## config.mk

```make
export PLATFORM = sky130hd
export DESIGN_NAME = trivium_stream_ctrl_flat
export DESIGN_NICKNAME = d
export VERILOG_FILES = /design/src/rtl/trivium_stream_ctrl_if.sv /design/src/rtl/trivium_stream_ctrl.sv /design/src/flat_wrapper.sv
export SDC_FILE = /design/constraint.sdc
export NUM_CORES = 1
export LEC_CHECK = 0
export ABC_AREA = 1
export CORE_UTILIZATION = 26
export CTS_CLUSTER_DIAMETER = 50
export CTS_CLUSTER_SIZE = 30
export DETAILED_ROUTE_END_ITERATION = 8
export GPL_TIMING_DRIVEN = 0
export SYNTH_ARGS = -nofsm -noshare
export SYNTH_HDL_FRONTEND = slang
export SYNTH_SLANG_ARGS = --single-unit
```

## constraint.sdc

```tcl
create_clock -name clk -period 1.9 [get_ports clk]
set_input_delay 0.57 -clock clk [delete_from_list [all_inputs] [get_ports clk]]
set_output_delay 0.57 -clock clk [all_outputs]
set_load 0.1 [all_outputs]
```

## src/rtl/trivium_stream_ctrl_if.sv

```systemverilog
// Byte-wide plaintext-in / result-out valid-ready bundle around the Trivium sequencer.
// The slave side is the sequencer; the master side is the surrounding data path.
interface trivium_stream_ctrl_if;
   logic       in_valid;
   logic       in_ready;
   logic [7:0] in_data;
   logic       out_valid;
   logic       out_ready;
   logic [7:0] out_data;

   modport master (
      output in_valid, in_data, out_ready,
      input  in_ready, out_valid, out_data
   );

   modport slave (
      input  in_valid, in_data, out_ready,
      output in_ready, out_valid, out_data
   );
endinterface

```

## src/rtl/trivium_stream_ctrl.sv

```systemverilog
// Sequences one Trivium core: reset, warm-up, then 8 keystream bits XORed per accepted byte.
// Accept-to-out_valid 9 cycles; one byte in flight; result held in OUT until out_ready.
module trivium_stream_ctrl #(
   parameter int WARMUP_CYCLES = 1153,
   parameter int CNT_W         = 16
) (
   input  logic             clk,
   input  logic             rst,
   input  logic             start,
   output logic             core_rst,
   output logic             core_en,
   input  logic             ks_bit,
   output logic             busy,
   output logic [CNT_W-1:0] byte_count,
   trivium_stream_ctrl_if.slave strm
);

   typedef enum logic [2:0] {IDLE, CRST, WARM, READY, GATHER, DRAIN, OUT} state_t;

   localparam logic [10:0] WARM_LAST = 11'(WARMUP_CYCLES - 1);

   state_t      state;
   state_t      state_nxt;
   logic [10:0] warm_cnt;
   logic [2:0]  bit_cnt;
   logic [6:0]  ks_sr;
   logic [7:0]  data_q;
   logic        accept;
   logic        deliver;

   // start outranks a same-cycle byte offer, so the byte is never taken.
   assign accept  = strm.in_valid & strm.in_ready & ~start;
   assign deliver = strm.out_valid & strm.out_ready;

   always_comb begin
      state_nxt = state;
      case (state)
         IDLE:    state_nxt = IDLE;
         CRST:    state_nxt = WARM;
         WARM:    if (warm_cnt == WARM_LAST) state_nxt = READY;
         READY:   if (accept) state_nxt = GATHER;
         GATHER:  if (bit_cnt == 3'd7) state_nxt = DRAIN;
         DRAIN:   state_nxt = OUT;
         OUT:     if (deliver) state_nxt = READY;
         default: state_nxt = IDLE;
      endcase
      if (start) state_nxt = CRST;
   end

   // Outputs are registered from the next state so they line up with the state itself.
   always_ff @(posedge clk or negedge rst) begin
      if (!rst) begin
         state         <= IDLE;
         core_rst      <= 1'b1;
         core_en       <= 1'b0;
         strm.in_ready <= 1'b0;
         strm.out_valid <= 1'b0;
         busy          <= 1'b0;
      end else begin
         state          <= state_nxt;
         core_rst       <= (state_nxt != CRST);
         core_en        <= (state_nxt == WARM) || (state_nxt == GATHER);
         strm.in_ready  <= (state_nxt == READY);
         strm.out_valid <= (state_nxt == OUT);
         busy           <= (state_nxt != IDLE) && (state_nxt != READY);
      end
   end

   always_ff @(posedge clk or negedge rst) begin
      if (!rst) begin
         warm_cnt      <= '0;
         bit_cnt       <= '0;
         ks_sr         <= '0;
         data_q        <= '0;
         byte_count    <= '0;
         strm.out_data <= '0;
      end else begin
         case (state)
            CRST: begin
               warm_cnt   <= '0;
               bit_cnt    <= '0;
               byte_count <= '0;
            end
            WARM: warm_cnt <= warm_cnt + 11'd1;
            READY: if (accept) data_q <= strm.in_data;
            GATHER: begin
               // ks_bit lags core_en by one edge: g1..g7 carry bits 0..6.
               bit_cnt <= bit_cnt + 3'd1;
               if (bit_cnt != 3'd0) ks_sr <= {ks_bit, ks_sr[6:1]};
            end
            DRAIN: strm.out_data <= data_q ^ {ks_bit, ks_sr};
            OUT: if (deliver && !start) byte_count <= byte_count + CNT_W'(1);
            default: ;
         endcase
      end
   end

endmodule

```

## src/flat_wrapper.sv

```systemverilog
// flat-port wrapper written by rule: the top's interface ports become plain ports
module trivium_stream_ctrl_flat 
#(
   parameter int WARMUP_CYCLES = 1153,
   parameter int CNT_W         = 16
)
  (clk, rst, start, core_rst, core_en, ks_bit, busy, byte_count, strm_in_valid, strm_in_data, strm_out_ready, strm_in_ready, strm_out_valid, strm_out_data);
  trivium_stream_ctrl_if strm_i ();
  input  logic clk;
  input  logic rst;
  input  logic start;
  output logic core_rst;
  output logic core_en;
  input  logic ks_bit;
  output logic busy;
  output logic [CNT_W-1:0] byte_count;
  input wire logic [$bits(strm_i.in_valid)-1:0] strm_in_valid;
  input wire logic [$bits(strm_i.in_data)-1:0] strm_in_data;
  input wire logic [$bits(strm_i.out_ready)-1:0] strm_out_ready;
  output wire logic [$bits(strm_i.in_ready)-1:0] strm_in_ready;
  output wire logic [$bits(strm_i.out_valid)-1:0] strm_out_valid;
  output wire logic [$bits(strm_i.out_data)-1:0] strm_out_data;
  assign strm_i.in_valid = strm_in_valid;
  assign strm_i.in_data = strm_in_data;
  assign strm_i.out_ready = strm_out_ready;
  assign strm_in_ready = strm_i.in_ready;
  assign strm_out_valid = strm_i.out_valid;
  assign strm_out_data = strm_i.out_data;
  trivium_stream_ctrl #(.WARMUP_CYCLES(WARMUP_CYCLES), .CNT_W(CNT_W)) u_core (.clk(clk), .rst(rst), .start(start), .core_rst(core_rst), .core_en(core_en), .ks_bit(ks_bit), .busy(busy), .byte_count(byte_count), .strm(strm_i));
endmodule
```

Word level (Yosys, flattened, before mapping)
Cells that the tools add are included.
Storage, ports and cells
  output and inout port bits: 29
  bits of input ports: 14
  word-level logic and storage cells: 57
  register bits after elaboration: 61
Cells by class
  mux-type cells: 10
  equality and inequality tests: 15
  bitwise gates (word level): 5
  add/subtract/negate cells: 3
  reduce and logical (&&, ||, !) cells: 12
Operators with widths (count)
  16-bit one-hot mux with 2 select lines: 1
  11-bit one-hot mux with 2 select lines: 1
  3-bit == test, second input constant: 6
  3-bit one-hot mux with 6 select lines: 1
  16-bit by 1-bit adder with 16-bit output, second input constant: 1
  16-bit two-way mux: 1
  3-bit two-way mux: 5
  3-bit by 2-bit == test with 1-bit output, second input constant: 4
  11-bit by 1-bit adder with 11-bit output, second input constant: 1
  11-bit == test, second input constant: 1
  8-bit XOR: 1
  3-bit one-hot mux with 2 select lines: 1
  2-bit AND reduction: 3
  2-bit nonzero test: 3
  3-bit nonzero test: 2
  3-bit by 1-bit adder with 3-bit output, second input constant: 1
  1-bit bitwise AND: 3
  3-bit by 1-bit == test with 1-bit output, second input constant: 1
  3-bit by 1-bit != test with 1-bit output, second input constant: 1
  3-bit by 2-bit != test with 1-bit output, second input constant: 1
  1-bit logical AND: 2
  2-bit by 1-bit != test with 1-bit output, second input constant: 1
  1-bit logical NOT: 1
  1-bit logical OR: 1
  1-bit NOT: 1

Longest topological paths before layout
  word-level depth: 7
  mapped depth: 10
  gate-level depth less buffers: 10

Worst setup path after synthesis
OpenSTA, ideal clock, no wires.
  kind: register to register
  start: register u_core.byte_count[1]
  end: register u_core.byte_count[6]
  arrival time: 1.873 ns
  library setup time: 0.122 ns
  buffers on the path: 0
  clock period less this slack: 1.996 ns
  stages on the path, launching flop included: 7
  required time: 1.778 ns
  slack: -0.096 ns
  path through: dfrtp_1 ha_1 nand2_1 nor2_1 nand2_1 o21ai_0 nor2_1
Between the ends
  longest elaborated chain between the ends: 3
Ends and longest elaborated chain
  start: declaration: RTL line trivium_stream_ctrl.sv:14  | output logic [CNT_W-1:0] byte_count,
  start signal: assignment: RTL line trivium_stream_ctrl.sv:92  | OUT: if (deliver && !start) byte_count <= byte_count + CNT_W'(1);
  16-bit by 1-bit adder with 16-bit output: RTL line trivium_stream_ctrl.sv:92
  16-bit two-way mux: RTL line trivium_stream_ctrl.sv:92
  16-bit one-hot mux with 2 select lines: RTL line trivium_stream_ctrl.sv:78  | case (state)
No other way between the ends. The select of a mux whose other input is x is not followed.
A chain may end at the register's enable or synchronous reset.

Worst setup path in the final report
  start: register u_core.byte_count[1]
  end: output byte_count[1]
RTL lines
  end: declaration: RTL line flat_wrapper.sv:16  | output logic [CNT_W-1:0] byte_count;
No word-level cell between the ends.

==> summary.txt <==
final hold vios = 0
Synth top area share = 48.2%
Fill cells = 1180
Arrival @ worst endpoint = 1300 ps
num ports = 43
Distinct cells, synth = 27
final setup margin = 29.1 ps
CTS tree = done
slowest CP cell = clkdlybuf4s15_2
Max-cap violations = 0
RePlAce Congestion = 0.809
most frequent cell after synthesis = nand2_1
CP cell instances = clkdlybuf4s15_2
share of layout cells above drive strength 1 = 19.1%
synthesis-to-layout area growth = 27.7%
Root Buffer = clkbuf_16
placed insts = 557
f_max = 0.535 GHz
Leak = 1.86 nW
Synth Instances = 372
drt first-iter violations = 127
initial antenna violation count = 0
flops & latches, synth = 61
area of the multi-input gates = 1400 um2
Hold Path Class = in2async
Die W = 111 um
core region area = 11600 um2
Row Count = 39
Post-synth EDFFs = 0
Synth area leader = dfrtp_1
Power, Total = 3.68 mW
final setup fails = 0
Critical Path Start Type = flop
detail-routed via count per cell = 4.59
dpl hpwl = 4950 um
Buf/Inv on CP = 1
Max Slew Vio Count = 0
die area = 12400 um2
Die Ht = 111 um
Net Count, Synth = 392
first-pass GRT wire length = 11900 um
Primary FF master, synth = dfrtp_1
DR pass1 iterations = 7
status = finished, violations left
Setup CP Type = reg2out
CP required = 1330 ps
clk sink count = 61
Final Hold Slack = 330 ps
Initial Utilization = 26.9%
PortBufs = 42
RSZ-0062 raised after global routing = no
ANT cells = 0
cell family with most CP delay = buffers and inverters
Slew HR = 47.2%
post-route minimum period = 1870 ps
grt ovf = 0
Core Util, Final = 34.4%
measured slew at the worst slew-check pin = 792 ps
Avg Cell Area, Syn = 8.37 um2
Nets = 445
crit-path max FO = 5
sequential area share after synthesis = 49.1%
DRC violations left = 1
Antenna Nets Post-Route = 0
DRT Wirelength = 6830 um
CP endpoint kind = output pin
non-filler cells, final = 573
vias in the first global route = 2605
Cell Pwr Density = 925 nW/um2
Setup Skew = 6.39 ps
largest stage delay on the critical path = 570 ps
per-cell routed wire length = 11.9 um
Storage cell area = 1530 um2
Post-Syn Area = 3110 um2
H-tree lvl count = 3
failing checks = DRC
via count = 2630
top cells by area, synth = dfrtp_1 48%, nand2_1 10%, mux2_2 6.1%, inv_1 5.2%, nor2_1 5.1%
Yosys warnings = 0
total track usage = 11.9%
Reg clk slew, reported paths = 50 ps
Placement Setup Slack = -299 ps
Post-synth top cells = 87 x nand2_1, 60 x dfrtp_1, 43 x inv_1
Worst-Skew Late Latency = 320 ps
Post-synth ARST share = 100%
largest net degree at the start of global routing = 62
cts bufs inserted = 9
Max clock buf depth = 2
fin crit share = 98.5%
Max VDD drop = 421 uV
## repair_timing
item / 4_1_cts / 5_1_grt
setup buffers: 0 / 0
endpoints found under the setup margin: 29 / 5
hold buffers: 0 / 0
gates resized for setup: 107 / 5
gates cloned: 0 / 0
## per-stage QoR
stage / TNS [ps] / cell area (um2)
floorplan: 0 / 3120
global placement: -119960 / 3720
detailed placement: -7890 / 3720
CTS: 0 / 4000
global route: 0 / 3980
finish: 0 / 3980
## worst paths after layout
| kind | from | endpoint | slack (ps) | cells after the start |
|---|---|---|---|---|
| max in group asynchronous | rst | u_core.byte_count[1] | 1010 | 1 |
| hold reg to reg | u_core.warm_cnt[8] | u_core.warm_cnt[8] | 510 | 2 |
| min in group clk | u_core.warm_cnt[8] | u_core.warm_cnt[8] | 510 | 2 |
| setup / recovery | u_core.byte_count[1] | byte_count[1] | 30 | 1 |
| hold / removal | rst | u_core.warm_cnt[7] | 330 | 1 |
| setup reg to reg | u_core.byte_count[2] | u_core.byte_count[7] | 330 | 7 |
## layout make-up
class | count | share of cell area [%]
clock buffer | 10 | 6.01
sequential | 61 | 38.5
multi-input combinational | 262 | 35.1
inverter | 45 | 4.25
tap | 143 | 4.50
clock inverter | 6 | 1.57
timing repair buffer | 42 | 9.50
buffer | 4 | 0.566
## registers in the layout (all words and copies together) (netlist names)
register,flops
u_core.core_en,1
u_core.busy,1
u_core.bit_cnt,3
u_core.strm.out_data,8
u_core.core_rst,1
u_core.data_q,8
u_core.strm.out_valid,1
u_core.ks_sr,7
u_core.strm.in_ready,1
u_core.byte_count,16
u_core.warm_cnt,11
u_core.state,3
## cells by family after synthesis
family	after synthesis	share of synthesized area, %
AO/OA/AOI/OAI	45	8.04
AND/OR/NAND/NOR	185	25.7
flip-flops	61	49.1
adder cells (fa/ha/maj)	6	2.41
buffers and inverters	49	6.15
multiplexers	17	6.15
XOR/XNOR	9	2.53
## layout by cell type, fill, tap and decap left out
| cell type | Yosys | routed |
|---|---|---|
| dfrtp_2 | 0 | 4 |
| a21oi_1 | 11 | 11 |
| inv_1 | 43 | 43 |
| clkdlybuf4s50_1 | 0 | 12 |
| bufinv_16 | 0 | 1 |
| o22ai_1 | 2 | 2 |
| dfstp_2 | 1 | 1 |
| o21bai_1 | 1 | 1 |
| clkbuf_16 | 0 | 9 |
| clkinvlp_4 | 0 | 3 |
| dfrtp_1 | 60 | 56 |
| a21oi_4 | 1 | 1 |
| clkinv_2 | 0 | 2 |
| buf_4 | 1 | 2 |
| clkdlybuf4s15_2 | 0 | 16 |
| nor2_1 | 42 | 42 |
| nand2_1 | 87 | 87 |
| ha_1 | 6 | 6 |
| o211ai_1 | 1 | 1 |
| o32ai_1 | 1 | 1 |
| nand4_1 | 14 | 14 |
| and2_1 | 1 | 1 |
| clkbuf_8 | 0 | 1 |
| clkdlybuf4s18_2 | 0 | 1 |
| nand3_2 | 2 | 2 |
| nor3_1 | 3 | 3 |
| nand3_1 | 31 | 31 |
| mux2_2 | 17 | 17 |
| xor2_1 | 9 | 9 |
| nand2_2 | 1 | 1 |
| nor2_2 | 4 | 4 |
| buf_2 | 3 | 15 |
| o21ai_1 | 1 | 1 |
| o21ai_0 | 26 | 26 |
| inv_2 | 2 | 2 |
| o31ai_1 | 1 | 1 |
## routing by layer
metal	global-route usage, %	up-vias	wire [um]
met4	4.41	0	60
met3	3.38	5	310
met2	19.7	52	3380
li1	-	1328	-
met5	0	-	0
met1	14.8	1245	3070
## report_power, final
group | internal (mW) | total (mW) | switching [mW]
clock | 1.04 | 1.61 | 0.566
sequential | 1.40 | 1.47 | 0.0643
combinational | 0.182 | 0.602 | 0.421
total | 2.63 | 3.68 | 1.05
No activity file was read; power rests on OpenSTA's default activity.
